--- src/rtl/mips_ctrl_pkg.sv ---
// Select encodings shared by the hazard/forwarding controller and the EX/ID muxes.
// Also holds the forwarding-priority helper, so every user applies one rule.
package mips_ctrl_pkg;

  typedef enum logic [1:0] {
    FWD_REG = 2'd0,
    FWD_EX  = 2'd1,
    FWD_MEM = 2'd2
  } fwd_sel_e;

  typedef enum logic {
    SEL_BUBBLE = 1'b0,
    SEL_CTRL   = 1'b1
  } stall_sel_e;

  localparam logic [4:0] REG_ZERO = 5'd0;

  // The EX producer is newer than MEM, so it is tested first; $zero never forwards.
  function automatic fwd_sel_e fwd_select(
    input logic       ex_reg_write,
    input logic [4:0] ex_dst,
    input logic       mem_reg_write,
    input logic [4:0] mem_dst,
    input logic [4:0] src
  );
    fwd_sel_e sel;
    sel = FWD_REG;
    if (ex_reg_write && ex_dst != REG_ZERO && ex_dst == src) begin
      sel = FWD_EX;
    end else if (mem_reg_write && mem_dst != REG_ZERO && mem_dst == src) begin
      sel = FWD_MEM;
    end
    return sel;
  endfunction

endpackage

--- src/rtl/hazard_forward_controller_if.sv ---
// Pipeline-side signal bundle of the hazard/forwarding controller.
// slave is the controller's view, master the view of whoever drives the pipeline.
interface hazard_forward_controller_if;
  logic [4:0] id_rs;
  logic [4:0] id_rt;
  logic       id_use_rs;
  logic       id_use_rt;
  logic       id_reads_hilo;
  logic       id_redirect;
  logic       idex_mem_read;
  logic       idex_reg_write;
  logic [4:0] idex_dst;
  logic       exmem_reg_write;
  logic [4:0] exmem_dst;
  logic       ex_mdu_start;
  logic [1:0] Ctrl_FwdA;
  logic [1:0] Ctrl_FwdB;
  logic       Ctrl_Mux_Select_Stall;
  logic       pc_write;
  logic       ifid_write;
  logic       ifid_flush;
  logic       mdu_busy;

  modport slave (
    input  id_rs, id_rt, id_use_rs, id_use_rt, id_reads_hilo, id_redirect,
           idex_mem_read, idex_reg_write, idex_dst, exmem_reg_write, exmem_dst,
           ex_mdu_start,
    output Ctrl_FwdA, Ctrl_FwdB, Ctrl_Mux_Select_Stall, pc_write, ifid_write,
           ifid_flush, mdu_busy
  );

  modport master (
    output id_rs, id_rt, id_use_rs, id_use_rt, id_reads_hilo, id_redirect,
           idex_mem_read, idex_reg_write, idex_dst, exmem_reg_write, exmem_dst,
           ex_mdu_start,
    input  Ctrl_FwdA, Ctrl_FwdB, Ctrl_Mux_Select_Stall, pc_write, ifid_write,
           ifid_flush, mdu_busy
  );
endinterface

--- src/rtl/hazard_forward_controller_mdu_busy_counter.sv ---
// Tracks how many more cycles the multiply/divide unit keeps HI/LO busy.
// A start reloads the full latency even if a previous operation is still running.
module mdu_busy_counter #(
  parameter int unsigned MDU_LATENCY = 4
) (
  input  logic       clk,
  input  logic       reset,
  input  logic       start,
  output logic       busy,
  output logic [3:0] count
);

  // NOTE: state registers use non-blocking assignments so every flop samples pre-edge values.
  always_ff @(posedge clk or posedge reset) begin
    if (reset) begin
      count <= 4'd0;
    end else if (start) begin
      count <= 4'(MDU_LATENCY);
    end else if (count != 4'd0) begin
      count <= count - 4'd1;
    end
  end

  assign busy = (count != 4'd0);

endmodule

--- src/rtl/hazard_forward_controller.sv ---
// ID-stage hazard detection (load-use, HI/LO) with PC/IF-ID freeze and redirect flush,
// plus the registered EX-stage forwarding selects.
module hazard_forward_controller
  import mips_ctrl_pkg::*;
#(
  parameter int unsigned MDU_LATENCY = 4
) (
  input logic                          clk,
  input logic                          reset,
  hazard_forward_controller_if.slave   bus
);

  logic       load_use;
  logic       hilo_hazard;
  logic       stall;
  logic       mdu_busy;
  logic [3:0] mdu_cnt;
  fwd_sel_e   fwd_a;
  fwd_sel_e   fwd_b;
  stall_sel_e stall_sel;

  mdu_busy_counter #(
    .MDU_LATENCY(MDU_LATENCY)
  ) u_mdu_busy_counter (
    .clk  (clk),
    .reset(reset),
    .start(bus.ex_mdu_start),
    .busy (mdu_busy),
    .count(mdu_cnt)
  );

  // A start in EX counts as busy already, so mfhi right behind mult stalls that same cycle.
  always_comb begin
    load_use    = bus.idex_mem_read && (bus.idex_dst != REG_ZERO) &&
                  ((bus.id_use_rs && bus.id_rs == bus.idex_dst) ||
                   (bus.id_use_rt && bus.id_rt == bus.idex_dst));
    hilo_hazard = bus.id_reads_hilo && (mdu_busy || bus.ex_mdu_start);
    stall       = load_use || hilo_hazard;
  end

  // NOTE: every output gets a default first so no path through the block infers a latch.
  always_comb begin
    bus.pc_write   = 1'b1;
    bus.ifid_write = 1'b1;
    bus.ifid_flush = bus.id_redirect;
    stall_sel      = SEL_CTRL;
    if (stall) begin
      bus.pc_write   = 1'b0;
      bus.ifid_write = 1'b0;
      bus.ifid_flush = 1'b0;
      stall_sel      = SEL_BUBBLE;
    end
  end

  // A stalled cycle pushes a bubble into EX, which must not forward anything.
  always_ff @(posedge clk or posedge reset) begin
    if (reset) begin
      fwd_a <= FWD_REG;
      fwd_b <= FWD_REG;
    end else if (stall) begin
      fwd_a <= FWD_REG;
      fwd_b <= FWD_REG;
    end else begin
      fwd_a <= fwd_select(bus.idex_reg_write, bus.idex_dst,
                          bus.exmem_reg_write, bus.exmem_dst, bus.id_rs);
      fwd_b <= fwd_select(bus.idex_reg_write, bus.idex_dst,
                          bus.exmem_reg_write, bus.exmem_dst, bus.id_rt);
    end
  end

  assign bus.Ctrl_FwdA             = fwd_a;
  assign bus.Ctrl_FwdB             = fwd_b;
  assign bus.Ctrl_Mux_Select_Stall = stall_sel;
  assign bus.mdu_busy              = mdu_busy;

  cnt_in_range : assert property (@(posedge clk) disable iff (reset)
    mdu_cnt <= 4'(MDU_LATENCY));

endmodule

--- src/flat_wrapper.sv ---
// flat-port wrapper written by rule: the top's interface ports become plain ports
module hazard_forward_controller_flat import mips_ctrl_pkg::*;
#(
  parameter int unsigned MDU_LATENCY = 4
)
  (clk, reset, bus_id_rs, bus_id_rt, bus_id_use_rs, bus_id_use_rt, bus_id_reads_hilo, bus_id_redirect, bus_idex_mem_read, bus_idex_reg_write, bus_idex_dst, bus_exmem_reg_write, bus_exmem_dst, bus_ex_mdu_start, bus_Ctrl_FwdA, bus_Ctrl_FwdB, bus_Ctrl_Mux_Select_Stall, bus_pc_write, bus_ifid_write, bus_ifid_flush, bus_mdu_busy);
  hazard_forward_controller_if bus_i ();
  input logic clk;
  input logic reset;
  input wire logic [$bits(bus_i.id_rs)-1:0] bus_id_rs;
  input wire logic [$bits(bus_i.id_rt)-1:0] bus_id_rt;
  input wire logic [$bits(bus_i.id_use_rs)-1:0] bus_id_use_rs;
  input wire logic [$bits(bus_i.id_use_rt)-1:0] bus_id_use_rt;
  input wire logic [$bits(bus_i.id_reads_hilo)-1:0] bus_id_reads_hilo;
  input wire logic [$bits(bus_i.id_redirect)-1:0] bus_id_redirect;
  input wire logic [$bits(bus_i.idex_mem_read)-1:0] bus_idex_mem_read;
  input wire logic [$bits(bus_i.idex_reg_write)-1:0] bus_idex_reg_write;
  input wire logic [$bits(bus_i.idex_dst)-1:0] bus_idex_dst;
  input wire logic [$bits(bus_i.exmem_reg_write)-1:0] bus_exmem_reg_write;
  input wire logic [$bits(bus_i.exmem_dst)-1:0] bus_exmem_dst;
  input wire logic [$bits(bus_i.ex_mdu_start)-1:0] bus_ex_mdu_start;
  output wire logic [$bits(bus_i.Ctrl_FwdA)-1:0] bus_Ctrl_FwdA;
  output wire logic [$bits(bus_i.Ctrl_FwdB)-1:0] bus_Ctrl_FwdB;
  output wire logic [$bits(bus_i.Ctrl_Mux_Select_Stall)-1:0] bus_Ctrl_Mux_Select_Stall;
  output wire logic [$bits(bus_i.pc_write)-1:0] bus_pc_write;
  output wire logic [$bits(bus_i.ifid_write)-1:0] bus_ifid_write;
  output wire logic [$bits(bus_i.ifid_flush)-1:0] bus_ifid_flush;
  output wire logic [$bits(bus_i.mdu_busy)-1:0] bus_mdu_busy;
  assign bus_i.id_rs = bus_id_rs;
  assign bus_i.id_rt = bus_id_rt;
  assign bus_i.id_use_rs = bus_id_use_rs;
  assign bus_i.id_use_rt = bus_id_use_rt;
  assign bus_i.id_reads_hilo = bus_id_reads_hilo;
  assign bus_i.id_redirect = bus_id_redirect;
  assign bus_i.idex_mem_read = bus_idex_mem_read;
  assign bus_i.idex_reg_write = bus_idex_reg_write;
  assign bus_i.idex_dst = bus_idex_dst;
  assign bus_i.exmem_reg_write = bus_exmem_reg_write;
  assign bus_i.exmem_dst = bus_exmem_dst;
  assign bus_i.ex_mdu_start = bus_ex_mdu_start;
  assign bus_Ctrl_FwdA = bus_i.Ctrl_FwdA;
  assign bus_Ctrl_FwdB = bus_i.Ctrl_FwdB;
  assign bus_Ctrl_Mux_Select_Stall = bus_i.Ctrl_Mux_Select_Stall;
  assign bus_pc_write = bus_i.pc_write;
  assign bus_ifid_write = bus_i.ifid_write;
  assign bus_ifid_flush = bus_i.ifid_flush;
  assign bus_mdu_busy = bus_i.mdu_busy;
  hazard_forward_controller #(.MDU_LATENCY(MDU_LATENCY)) u_core (.clk(clk), .reset(reset), .bus(bus_i));
endmodule
--- config.mk ---
export PLATFORM = sky130hd
export DESIGN_NAME = hazard_forward_controller_flat
export DESIGN_NICKNAME = d
export VERILOG_FILES = /design/src/rtl/mips_ctrl_pkg.sv /design/src/rtl/hazard_forward_controller_if.sv /design/src/rtl/hazard_forward_controller_mdu_busy_counter.sv /design/src/rtl/hazard_forward_controller.sv /design/src/flat_wrapper.sv
export SDC_FILE = /design/constraint.sdc
export NUM_CORES = 1
export LEC_CHECK = 0
export CELL_PAD_IN_SITES_DETAIL_PLACEMENT = 1
export CELL_PAD_IN_SITES_GLOBAL_PLACEMENT = 1
export CORE_ASPECT_RATIO = 0.75
export CORE_MARGIN = 2
export CORE_UTILIZATION = 24
export DETAILED_ROUTE_END_ITERATION = 6
export PLACE_DENSITY = 0.81
export REMOVE_ABC_BUFFERS = 1
export SYNTH_ARGS = -nofsm -noshare
export SYNTH_HDL_FRONTEND = slang
export SYNTH_HIERARCHICAL = 1
export SYNTH_SLANG_ARGS = --single-unit
export TNS_END_PERCENT = 100
--- constraint.sdc ---
create_clock -name clk -period 2 [get_ports clk]
set_clock_uncertainty 0.15 [all_clocks]
set_input_delay 0.3 -clock clk [delete_from_list [all_inputs] [get_ports clk]]
set_output_delay 0.3 -clock clk [all_outputs]
set_load 0.05 [all_outputs]
* Word level (Yosys, flattened, before mapping) *
Index checks and enable logic that the tools add are counted.

storage, ports and cells
  output and inout port bits = 9
  register bits = 8
  word-level logic and storage cells = 38
  input bits = 30

cells by class
  reduce and logical (&&, ||, !) cells = 18
  eq/ne operators = 6
  add/subtract/negate cells = 1
  muxes and demuxes = 10

operators by type and width
  kind                                                                 count
  5-bit equality test                                                  6
  2-bit 2-to-1 mux                                                     6
  1-bit logical AND                                                    11
  5-bit nonzero test                                                   2
  4-bit 2-to-1 mux                                                     2
  4-bit nonzero test                                                   1
  4-bit by 1-bit subtractor with 4-bit output (second input constant)  1
  1-bit logical OR                                                     3
  1-bit 2-to-1 mux                                                     2
  2-bit nonzero test                                                   1

* Logic depth before layout (Yosys ltp) *
Gate-level depths: netlist of the first run.

  depth in word-level cells = 6
  gate-level depth with buffers = 8
  depth with buffers taken out = 7

* Hierarchy *
Netlist of the first run, hierarchy kept.

modules (own cells, without submodules)
  module                     seq. area each (um2)  cells each  times used  area each (um2)
  hazard_forward_controller  100.1                 53          1           474.2
  mdu_busy_counter           100.1                 23          1           246.5

* Worst setup path before layout of the first run *
No wires, ideal clock.

  kind = register to output
  start = reg u_core.u_mdu_busy_counter.count[0]
  end = out bus_ifid_flush
  arrival = 2.269 ns
  buffers on the path = 0
  data required time = 1.550 ns
  path slack = -0.719 ns
  cell stages (with the launch flop) = 8
  cells stage by stage = dfrtp_1 inv_1 ha_1 or3b_4 o21ai_0 o41ai_1 a31o_4 nor2_1

on the way
  word-level cells in the longest chain between the ends = 5

ends and longest elaborated chain
  what                      RTL line                                          text
  start: declaration        hazard_forward_controller_mdu_busy_counter.sv:10  output logic [3:0] count
  start signal: assignment  hazard_forward_controller_mdu_busy_counter.sv:18  count <= 4'(MDU_LATENCY);
  start signal: assignment  hazard_forward_controller_mdu_busy_counter.sv:20  count <= count - 4'd1;
  4-bit nonzero test        hazard_forward_controller_mdu_busy_counter.sv:24  assign busy = (count != 4'd0);
  named net bus_mdu_busy    flat_wrapper.sv:28                                output wire logic [$bits(bus_i.mdu_busy)-1:0] bus_mdu_busy;
  1-bit logical OR          hazard_forward_controller.sv:37                   hilo_hazard = bus.id_reads_hilo && (mdu_busy || bus.ex_mdu_start);
  1-bit logical AND         hazard_forward_controller.sv:37
  1-bit logical OR          hazard_forward_controller.sv:38                   stall = load_use || hilo_hazard;
  1-bit 2-to-1 mux          hazard_forward_controller.sv:47                   if (stall) begin
  end: declaration          flat_wrapper.sv:27                                output wire logic [$bits(bus_i.ifid_flush)-1:0] bus_ifid_flush;

The timed path passes the listed nets, and every way through them passes these cells.

* Worst setup path in the final report of the first run *
  start = reg u_core.u_mdu_busy_counter.count[0]
  end = out bus_ifid_write

on the way
  word-level cells in the longest chain between the ends = 5

ends and longest elaborated chain
  what                RTL line                                          text
  4-bit nonzero test  hazard_forward_controller_mdu_busy_counter.sv:24
  1-bit logical OR    hazard_forward_controller.sv:37
  1-bit logical AND   hazard_forward_controller.sv:37
  1-bit logical OR    hazard_forward_controller.sv:38
  1-bit 2-to-1 mux    hazard_forward_controller.sv:47
  end: declaration    flat_wrapper.sv:26                                output wire logic [$bits(bus_i.ifid_write)-1:0] bus_ifid_write;

No other way between the ends.

==> results.py, run 1 <==
metrics = {
    "run_status": {
        "status": "finished, violations left",
        "violations": "setup timing",
    },
    "floorplan": {
        "die-area_sq_um": 3460,
        "die_w_um": 67.3,
        "design.core.area_sq_um": 2890,
        "die_h_um": 51.5,
        "initial_utilization": 0.249,
        "placementRows": 17,
        "io_pins": 39,
    },
    "logic_synthesis": {
        "synth_async_sr_flop_share": 1.00,
        "synth_xor_area_frac": 0.243,
        "netlist.area_leader.share": 0.278,
        "synth.distinct_cells": 29,
        "synthCells": 76,
        "ys_ff_latch": 8,
        "synth-edff-count": 0,
        "ys.warnings.count": 6,
        "synth_top_family_by_area": "simple AND/OR/NAND/NOR gates",
        "synth_compound_area_frac": 0.0729,
        "synth_mux_area_frac": 0.0365,
        "syn_area_per_cell_sq_um": 9.48,
        "synth-adder-area-share": 0.0347,
        "yosys.area_share.simple": 0.283,
        "syn_area_sq_um": 721,
        "ys.flop_type": "dfrtp_1",
        "yosys-top-cells-area": "dfrtp_1 (28%), xnor2_1 (12%), xor2_1 (12%)",
        "yosys.area.top_type": "dfrtp_1",
        "yosysSeqAreaShare": 0.278,
    },
    "sta": {
        "worst_pin_slew_ns": 0.497,
        "setup_slack_ns": -0.513,
        "slew_violations": 0,
        "min_period_over_period": 1.26,
        "final-hold-violation-count": 0,
        "setup_viol": 10,
        "rsz0062_at_grt": "true",
        "finalSetupTns_ns": -3.14,
        "period_minus_slack_ns": 2.51,
        "max_freq_mhz": 398,
        "fin_hold_ws_ns": 0.126,
        "relSlewSlack": 0.668,
    },
    "cts": {
        "clk_pin_slew_ns": 0.04,
        "clock_sinks": 8,
        "insertion_delay_ns": 0.23,
        "h-tree-depth": 1,
        "ctsHoldBuffers": 0,
        "cts_root_buf": "clkbuf_8",
        "cts_tree": "done",
        "cts_buffer_depth": 2,
        "cts_buffers": 3,
    },
    "place": {
        "placed_area_sq_um": 1400,
        "dp_hpwl_um": 2130,
        "portBuffers": 38,
        "routabilityCongestion": 0.850,
        "place_inst": 181,
        "place_ws_ns": -0.582,
    },
    "pwr": {
        "pwr_density_cell_nw_per_um2": 751,
        "ir_worst_vdd_mv": 0.279,
        "p_int_mw": 0.774,
        "p_sw_mw": 0.426,
        "pwr-share-seq": 0.181,
        "clkPwrFrac": 0.166,
        "power_frac_comb": 0.653,
        "switching_share": 0.355,
        "p_leak_nw": 0.721,
    },
    "global_route": {
        "grt_pass1_vias": 913,
        "grt_overflow": 0,
        "grt_start_max_net_pins": 7,
        "grt_use_total": 0.157,
        "grt_pass1_wl_um": 4000,
        "antenna_found_initial": 0,
    },
    "critical_path": {
        "critPathLaunchType": "flip-flop",
        "crit_arrival_ns": 2.06,
        "rr_worst_depth": 8,
        "crit_path_end_kind": "primary output",
        "crit_fanout": 3,
        "path_class": "reg2out",
        "cp.required_ns": 1.55,
    },
    "final_layout": {
        "final_cell_mix": "buf_4 (33), clkdlybuf4s50_1 (30), xor2_1 (10), xnor2_1 (10), dfrtp_1 (8)",
        "fin_nets": 186,
        "drive_gt1_frac": 0.428,
        "mostFrequentLayoutCell": "buf_4",
        "n_antenna_cell": 0,
        "fin_area_sq_um": 1600,
        "stdcell_count": 190,
        "fillers": 339,
        "area_delta_synth_final_pct": 122,
    },
    "routing": {
        "vias_per_cell": 4.44,
        "drt_iter0_markers": 5,
        "num_vias": 843,
        "drc": 0,
        "dr.pass1.iters": 2,
        "avgRoutedWirePerCell_um": 14.1,
        "ant_nets": 0,
        "drt-total-wl_um": 2680,
    },
    "job": {
        "cap_violations": 0,
    },
    "hold_path": {
        "hold_path_class": "in2async",
    },
}
==> metal layers <==
| layer | routed length (um) | share of wire | track usage |
|---|---|---|---|
| met5 | 0 | 0 | 0 |
| met4 | 10 | 0.0037 | 0.0204 |
| met3 | 174 | 0.065 | 0.0419 |
| met2 | 1470 | 0.55 | 0.320 |
| met1 | 1020 | 0.38 | 0.162 |
==> synth_stat cells, types with 2 or more instances <==
| cell type | number |
|---|---|
| xnor2_1 | 10 |
| xor2_1 | 10 |
| dfrtp_1 | 8 |
| inv_1 | 6 |
| nor3_1 | 5 |
| nor2_1 | 4 |
| nor2b_1 | 4 |
| nand3_1 | 3 |
| buf_4 | 2 |
| ha_1 | 2 |
| nand2_1 | 2 |
| nor4b_1 | 2 |
| o21ai_0 | 2 |
==> registers in the layout (all words and copies together) (netlist names) <==
register and cells:
u_core/u_mdu_busy_counter/count 4, u_core/bus.Ctrl_FwdA 2, u_core/bus.Ctrl_FwdB 2
==> critical path, cell delays in order, from the launching register on <==
cell and delay (ns):
dfrtp_1 0.39, inv_2 0.09, ha_4 0.14, or3b_4 0.40
o21ai_4 0.17, o41ai_4 0.10, a31o_4 0.24, clkinvlp_4 0.14
buf_12 0.15
==> cell families (layout without fill, tap and decap cells) <==
logic type	count (synthesis)	count (layout)
simple gates	30	30
flops	8	8
compound gates	6	6
fa+ha+maj	2	2
buf+inv	8	84
mux	2	2
xor+xnor	20	20
==> power groups by stage <==
stage / sequential (mW) / combinational, mW / clock [mW]
floorplan: 0.222 / 0.277 / 0
global placement: 0.211 / 0.575 / 0
detailed placement: 0.215 / 0.599 / 0
CTS: 0.216 / 0.739 / 0.201
global route: 0.221 / 0.828 / 0.214
finish: 0.218 / 0.784 / 0.199
==> worst paths after layout <==
path,start,endpoint,slack [ns]
max,u_core/u_mdu_busy_counter/count[0],bus_ifid_write,-0.51
min,reset,u_core/bus.Ctrl_FwdB[0],0.13
max reg2reg,u_core/u_mdu_busy_counter/count[0],u_core/bus.Ctrl_FwdB[1],-0.21
min reg2reg,u_core/u_mdu_busy_counter/count[1],u_core/u_mdu_busy_counter/count[1],0.56
max in group asynchronous,reset,u_core/u_mdu_busy_counter/count[3],1.38
min in group clk,u_core/u_mdu_busy_counter/count[1],u_core/u_mdu_busy_counter/count[1],0.56
==> area by class of cell <==
cell class / count / area, sq um / share of cell area
Multi-Input combinational cell: 60 / 558 / 0.349
Timing Repair Buffer: 75 / 726 / 0.454
Tap cell: 38 / 47.5 / 0.0297
Inverter: 6 / 26.3 / 0.0164
Sequential cell: 8 / 200 / 0.125
Clock buffer: 3 / 41.3 / 0.0258
==> what timing repair did <==
item	in CTS	in global routing
endpoints found under the setup margin	9	11
setup buffers	5	2
pin swaps	3	8
resized for setup	16	10
==> stage by stage <==
step	util	power, mW
6_report	0.553	1.20
5_1_grt	0.553	1.26
4_1_cts	0.535	1.16
3_5_place_dp	0.485	0.814
3_3_place_gp	0.485	0.786
2_1_floorplan	-	0.499
No activity file was read; power rests on OpenSTA's default activity.
==> run 2: changes to the inputs <==
- ABC_AREA: not set -> 1
- CORE_UTILIZATION: 24 -> 22
- PLACE_DENSITY: 0.81 -> 0.8
==> run 2 against run 1 <==
  * The run now ends clean
  * Non-clock buffer count fell by 19
  * Die area grew 9.9%
  * Worst setup slack better by 0.57 ns
  * Synthesized cell count increased by 51%
  * Final area is 15% lower
  * Sequential cell count did not move
  * Power fell by 17%
  * Combinational power fell by 25%
==> results.py, run 2 <==
metrics = {
    "logic_synthesis": {
        "synthTopCellsByCount": "nand2_1 (34), inv_1 (17), nor2_1 (16), xnor2_1 (10), dfrtp_1 (8)",
        "ys.flop_type": "dfrtp_1",
        "netlist.area_leader.share": 0.274,
        "ys.warnings.count": 6,
        "yosys.area.top_type": "dfrtp_1",
        "syn_area_sq_um": 731,
        "yosysSeqAreaShare": 0.274,
        "synthCells": 115,
        "syn_area_per_cell_sq_um": 6.35,
        "synthMostInstantiatedCell": "nand2_1",
        "synth_async_sr_flop_share": 1.00,
        "synth-edff-count": 0,
        "ys_ff_latch": 8,
        "yosys-top-cells-area": "dfrtp_1 (27%), nand2_1 (17%), xnor2_1 (12%)",
        "synth.distinct_cells": 16,
    },
    "cts": {
        "insertion_delay_ns": 0.23,
        "ctsHoldBuffers": 0,
        "cts_buffer_depth": 2,
        "clock_sinks": 8,
        "cts_tree": "done",
        "cts_root_buf": "clkbuf_8",
        "cts_buffers": 3,
        "h-tree-depth": 1,
        "clk_pin_slew_ns": 0.04,
    },
    "global_route": {
        "grt_use_total": 0.146,
        "antenna_found_initial": 0,
        "grt_start_max_net_pins": 6,
        "grt_pass1_vias": 1025,
        "grt_pass1_wl_um": 4240,
        "grt_overflow": 0,
    },
    "critical_path": {
        "path_buf_inv": 3,
        "crit_arrival_ns": 1.49,
        "path_class": "in2out",
        "crit_slowest_cell": "clkdlybuf4s50_1",
        "critPathLaunchType": "primary input",
        "crit_fanout": 3,
        "worstPathCellList": "clkdlybuf4s50_1 > nand4_1 > nand2_1 > nand2_1 > nand2_2 > clkinvlp_4 > buf_12",
        "slowest_delay_ns": 0.46,
        "cp_top_family": "buffers and inverters",
        "path_common_cell": "nand2_1",
        "crit_path_end_kind": "primary output",
        "cp.required_ns": 1.55,
    },
    "run_status": {
        "status": "finished clean",
    },
    "place": {
        "routabilityCongestion": 0.772,
        "portBuffers": 38,
        "place_ws_ns": -0.278,
        "placed_area_sq_um": 1300,
        "place_inst": 205,
        "dp_hpwl_um": 2250,
    },
    "routing": {
        "avgRoutedWirePerCell_um": 12.3,
        "ant_nets": 0,
        "drc": 0,
        "num_vias": 932,
        "dr.pass1.iters": 4,
        "drt-total-wl_um": 2600,
        "vias_per_cell": 4.40,
        "drt_iter0_markers": 16,
    },
    "hold_path": {
        "hold_path_class": "in2async",
    },
    "job": {
        "cap_violations": 0,
    },
    "pwr": {
        "switching_share": 0.388,
        "pwr_density_cell_nw_per_um2": 733,
        "p_sw_mw": 0.388,
        "pwr-share-seq": 0.222,
        "p_leak_nw": 0.700,
        "p_int_mw": 0.613,
        "clkPwrFrac": 0.189,
        "power_frac_comb": 0.588,
        "ir_worst_vdd_mv": 0.266,
        "finalPower_mw": 1.00,
    },
    "sta": {
        "worst_pin_slew_ns": 0.492,
        "period_minus_slack_ns": 1.94,
        "fin_hold_ws_ns": 0.138,
        "max_freq_mhz": 514,
        "final-hold-violation-count": 0,
        "finalSetupTns_ns": 0,
        "min_period_over_period": 0.972,
        "setup_slack_ns": 0.0556,
        "slew_violations": 0,
        "setup_viol": 0,
        "relSlewSlack": 0.671,
    },
    "final_layout": {
        "max_flop_register": "u_core/u_mdu_busy_counter/count",
        "drive_gt1_frac": 0.360,
        "fin_util": 0.421,
        "stdcell_count": 212,
        "fin_nets": 206,
        "fin_area_sq_um": 1370,
        "area_delta_synth_final_pct": 86.8,
        "largest_register_ffs": 4,
        "final_cell_mix": "nand2_1 (32), buf_4 (20), clkdlybuf4s50_1 (17)",
        "n_antenna_cell": 0,
        "mostFrequentLayoutCell": "nand2_1",
        "fillers": 427,
    },
    "floorplan": {
        "die_w_um": 70.5,
        "io_pins": 39,
        "design.core.area_sq_um": 3240,
        "initial_utilization": 0.225,
        "die_h_um": 53.9,
        "placementRows": 18,
        "die-area_sq_um": 3800,
    },
}
## run 2: path summary, 6_finish.rpt
check	cells after the start	start	endpoint	slack, ns
max	7	bus_id_use_rt	bus_ifid_write	0.06
min reg2reg	3	u_core/u_mdu_busy_counter/count[3]	u_core/u_mdu_busy_counter/count[3]	0.45
min	2	reset	u_core/bus.Ctrl_FwdA[0]	0.14
min in group clk	4	bus_id_rt[4]	u_core/bus.Ctrl_FwdB[0]	0.33
max in group asynchronous	2	reset	u_core/u_mdu_busy_counter/count[0]	1.39
max reg2reg	7	u_core/u_mdu_busy_counter/count[1]	u_core/bus.Ctrl_FwdA[1]	0.60
## run 2: power groups by stage
stage	Sequential, mW	Clock [mW]	Combinational [mW]
floorplan	0.218	0	0.261
global placement	0.218	0	0.499
detailed placement	0.220	0	0.529
CTS	0.220	0.198	0.545
global route	0.227	0.212	0.645
finish	0.223	0.190	0.589
## run 2: cells by family (layout without fill, tap and decap cells)
family	after synthesis	in the layout	share of synthesized area
AOI/OAI and AO/OA	5	5	0.0342
xor gates and xnor gates	14	14	0.168
and+or+nand+nor	64	64	0.366
DFF	8	8	0.274
adders and majority gates	2	2	0.0342
buffers and inverters	22	79	0.123
## run 2: area by class of cell
class	instances	area [sq um]	area share
repair buffers	56	498	0.365
multi-input cells	85	497	0.364
flip-flops and latches	8	200	0.147
inverters	20	78.8	0.0577
well taps	40	50.0	0.0367
clock buffers	3	41.3	0.0302
## run 2: repair_timing
action                     in CTS  in global routing
setup endpoints to repair       4                  4
pin swaps                       8                 14
resized for setup              40                 32
buffers inserted                1                  3
## run 2: metal layers
layer	vias up	track usage	routed length [um]
li1	465	-	-
met2	23	0.297	1420
met1	439	0.142	1010
met5	-	0	0
met4	0	0.0786	44
met3	5	0.0318	126
==> RTL edit 1: new RTL, config.mk and constraints of run 1 <==
Change the package constant `REG_ZERO` from 5'd0 to 5'd1.
--- a/src/rtl/mips_ctrl_pkg.sv
+++ b/src/rtl/mips_ctrl_pkg.sv
@@ -13,7 +13,7 @@
     SEL_CTRL   = 1'b1
   } stall_sel_e;
 
-  localparam logic [4:0] REG_ZERO = 5'd0;
+  localparam logic [4:0] REG_ZERO = 5'd1;
 
   // The EX producer is newer than MEM, so it is tested first; $zero never forwards.
   function automatic fwd_sel_e fwd_select(
Formal check against the unedited RTL: not equivalent (a bounded check fails within 4 cycles, from zero or initial values and one cycle with reset high).
==> RTL edit 1 against run 1 <==
  * The run still ends with negative setup slack left
  * Worst setup slack improved by 0.024 ns
  * Synthesized area down 0.17%
  * Sequential cell count stayed put
  * Wire length grew 1.1%
  * Sequential share of layout area increased by 0.54 points
  * Cell area shrank 4.1%
  * Clock power fell by 6%
  * Die area down 0.16%
  * Via count unchanged
  * Final cell count is 0.53% lower
  * Power shrank 6.4%
  * Critical endpoint is now bus_Ctrl_Mux_Select_Stall
  * Largest cell class unchanged
  * Largest power group unchanged
  * Highest routed layer unchanged
==> RTL edit 1: results (changes against run 1) <==
outcome: complete, but fails checks
failing checks: negative setup slack
Starting DRT DRC Count: 0 (-5)
r2r endpoint: u_core/bus.Ctrl_FwdB[1]
Area contributors post-synth: dfrtp_1 (28%), xnor2_1 (12%), xor2_1 (12%)
Vias: 843 (unchanged)
ClkCell Share: 0.0269 (+0.00112)
Critical-path top delay cell: dfrtp_1
DRT Wirelength: 2.71 mm (+1.1%)
hpwl dp: 2.25 mm (+5.7%)
Comb. pwr: 0.000720 W (-8.2%)
register area share after synthesis: 0.278 (+0.000483)
crit path DAT: 2.04 ns (-0.02 ns)
fraction of area in multi-input gates: 0.342 (-0.00694)
Post-synth top cells: xnor2_1 (10), xor2_1 (10), dfrtp_1 (8)
Mean Syn Cell Area: 9.47 sq um (-0.17%)
buffering overhead: 0.452 (-0.00159)
first-pass GRT wire length: 4.11 mm (+2.8%)
fillers: 333 (-1.8%)
peak supply drop: 0.220 mV (-21%)
Reg clk slew, reported paths: 0.04 ns (about the same)
Tightest Pin Transition: 0.530 ns (+0.0331 ns)
Inverters: 6 (unchanged)
Worst R2R Path Depth: 9 (+1)
htree depth: 1 (unchanged)
Skew-Pair Late Insertion Delay: 0.22 ns
PnR worst setup slack: -0.490 ns (+0.0236 ns)
sequential cell area share: 0.131 (+0.00542)
Synth Flop Type: dfrtp_1
Synth Area in Compound Gates: 0.0730 (+0.000127)
P_sw: 0.000391 W (-8.2%)
multi-input gate count: 60 (unchanged)
fraction of the mapped netlist area in adder cells: 0.0348 (+0.0000604)
final setup fails: 8 (-2)
Leakage Power: 0.675 nW (-6.4%)
Nets: 185 (-0.54%)
share of cells above drive strength 1: 0.404 (-0.0237)
DRT Pass-1 Iters: 1 (-1)
Synth Area in XOR/XNOR: 0.243 (+0.000423)
area of the multi-input gates: 524 sq um (-6.1%)
Residual DRC: 0 (unchanged)
Distinct cells, synth: 28 (-3.4%)
root buf cell: clkbuf_8
total global-route track usage: 0.161 (+0.00315)
CP delay by family, top: compound AO/OA/AOI/OAI gates
number of global-route vias before repair: 1011 (+11%)
GP Congestion: 0.872 (+2.6%)
# diodes: 0 (unchanged)
number of non-clock buffers: 74 (-1.3%)
FFs & Latches: 8 (unchanged)
crit path to: bus_Ctrl_Mux_Select_Stall
placed inst area: 1400 sq um (about the same)
fraction of synthesized area in multiplexers: 0.0365 (+0.0000634)
==> RTL edit 1: timing repair <==
action                                  4_1_cts  5_1_grt
pin swaps                                     2        6
setup buffers                                 2        3
endpoints found under the setup margin        9        9
gates cloned                                  0        0
resized for setup                            11        5
==> RTL edit 1: per-stage QoR <==
| stage | power [W] | setup TNS, ns | hold WS (ns) | instances |
|---|---|---|---|---|
| 4_1_cts | 0.00106 | -2.14 | 0.161 | 186 |
| 6_report | 0.00112 | -2.57 | 0.155 | 189 |
| 3_5_place_dp | 0.000822 | -2.85 | 0.397 | 181 |
| 5_1_grt | 0.00119 | -3.19 | 0.174 | 189 |
| 3_3_place_gp | 0.000790 | -2.44 | 0.371 | 181 |
| 2_1_floorplan | 0.000499 | -3.81 | -0.0839 | 74 |
==> RTL edit 1: metal layers <==
metal,vias to the layer above,track usage,routed length [microns],part of all wire
met2,27,0.351,1650,0.61
met5,-,0,0,0
met4,0,0.0714,35,0.013
li1,410,-,-,-
met3,4,0.0176,103,0.038
met1,402,0.140,915,0.34
==> RTL edit 2: new RTL, config.mk and constraints of run 1 <==
Made on the original files. Reset style: synchronous (`reset`), changed in 2 clocked blocks.
--- a/src/rtl/hazard_forward_controller_mdu_busy_counter.sv
+++ b/src/rtl/hazard_forward_controller_mdu_busy_counter.sv
@@ -11,7 +11,7 @@
 );
 
   // NOTE: state registers use non-blocking assignments so every flop samples pre-edge values.
-  always_ff @(posedge clk or posedge reset) begin
+  always_ff @(posedge clk) begin
     if (reset) begin
       count <= 4'd0;
     end else if (start) begin
--- a/src/rtl/hazard_forward_controller.sv
+++ b/src/rtl/hazard_forward_controller.sv
@@ -53,7 +53,7 @@
   end
 
   // A stalled cycle pushes a bubble into EX, which must not forward anything.
-  always_ff @(posedge clk or posedge reset) begin
+  always_ff @(posedge clk) begin
     if (reset) begin
       fwd_a <= FWD_REG;
       fwd_b <= FWD_REG;
Formal check against the unedited RTL: differs if reset is asserted again (counterexample within 4 cycles, from zero or initial values and one cycle with reset high); with reset held inactive, the same outputs for 10 cycles.
==> RTL edit 2 against run 1 <==
  * The flow still finishes with violations (negative setup slack)
  * Worst setup slack better by 0.26 ns
  * Via count rose by 3.4%
  * Cell area decreased by 11%
  * Synthesized cell count did not move
  * Wire length rose by 24%
  * Worst hold slack improved by 0.25 ns
  * Sequential cell count stayed put
  * Synthesized area decreased by 9.5%
  * Non-clock buffer count fell by 3
  * Critical path depth did not move
  * Core utilization is 0.85 points lower
Power is not compared: it rests on default switching activity, and its combinational part moved more than twofold at a synthesized area within 25%.
==> RTL edit 2: results (changes against run 1) <==
DRT Pass-1 Iters: 4 (+2)
fraction of the mapped netlist area in adder cells: 0.0192 (-0.0155)
Max stage delay on crit path: 0.45 ns (+0.05 ns)
Setup CP Type: input port to primary output
crit path to: bus_Ctrl_Mux_Select_Stall
setup tns final: -0.963 ns (+2.18 ns)
Distinct cells, synth: 25 (-14%)
fraction of synthesized area in multiplexers: 0.0345 (-0.00191)
hold path start: bus_id_rt[2]
outcome: complete, but fails checks
PnR worst setup slack: -0.254 ns (+0.259 ns)
CTS Buf Count: 3 (unchanged)
hpwl dp: 2.29 mm (+7.5%)
placed cells: 171 (-5.5%)
failing checks: negative setup slack
post-CTS setup buffers: 8 (+3)
Starting DRT DRC Count: 39 (+34)
Synth Area in Compound Gates: 0.0921 (+0.0192)
Reg clk slew, reported paths: 0.07 ns (+0.03 ns)
root buf cell: clkbuf_4
Skew-Pair Late Insertion Delay: 0.27 ns (+0.04 ns)
share of cells above drive strength 1: 0.463 (+0.0355)
Post-synth ARST share: 0 (-1.00)
Leakage Power: 0.578 nW
Synth Area in XOR/XNOR: 0.269 (+0.0257)
Vias: 872 (+3.4%)
final setup fails: 4 (-6)
first-pass GRT wire length: 5.08 mm (+27%)
total global-route track usage: 0.211 (+0.0539)
DRT Wirelength: 3.32 mm (+24%)
Tightest Pin Transition: 0.506 ns (+0.00948 ns)
placed inst area: 1270 sq um (-9.4%)
number of global-route vias before repair: 1023 (+12%)
post-CTS resize count: 23 (+7)
register area share after synthesis: 0.246 (-0.0321)
GP Congestion: 0.715 (-16%)
Nets: 182 (-2.2%)
Worst R2R Path Depth: 7 (-1)
Mean Syn Cell Area: 8.58 sq um (-9.5%)
launching point of the worst reg2reg path: u_core/u_mdu_busy_counter/count[0]
Post-Place Worst Slack: -0.411 ns (+0.170 ns)
Hold WC Path Type: input port to flop
Setup crit start: bus_id_rs[2]
Hold WS: 0.374 ns (+0.249 ns)
r2r endpoint: u_core/bus.Ctrl_FwdA[0]
-- RTL edit 2: power breakdown --
group / switching, W / internal (W) / leakage [nW]
Clock: 0.0000652 / 0.0000692 / 0.0138
Sequential: 0.00000614 / 0.000167 / 0.0659
Combinational: 0.000176 / 0.000194 / 0.499
-- RTL edit 2: worst max-delay path, delay by kind of cell --
kind | cells | cell delay (ns)
compound gates | 1 | 0.19
xor+xnor | 1 | 0.24
simple gates | 3 | 0.31
buf+inv | 3 | 0.76
-- RTL edit 2: per-layer routing --
metal | wire, microns | up-vias | track usage
met3 | 189 | 12 | 0.0416
met4 | 86 | 0 | 0.103
met2 | 1650 | 40 | 0.380
li1 | - | 417 | -
met5 | 0 | - | 0
met1 | 1390 | 403 | 0.238
-- RTL edit 2: final cells by class --
class / instances / area, sq um
multi-input combinational: 62 / 537
clock buffer: 3 / 22.5
timing repair buffer: 72 / 634
inverter: 4 / 15.0
sequential: 8 / 163
tap: 36 / 45.0
fill: 314 / 1190
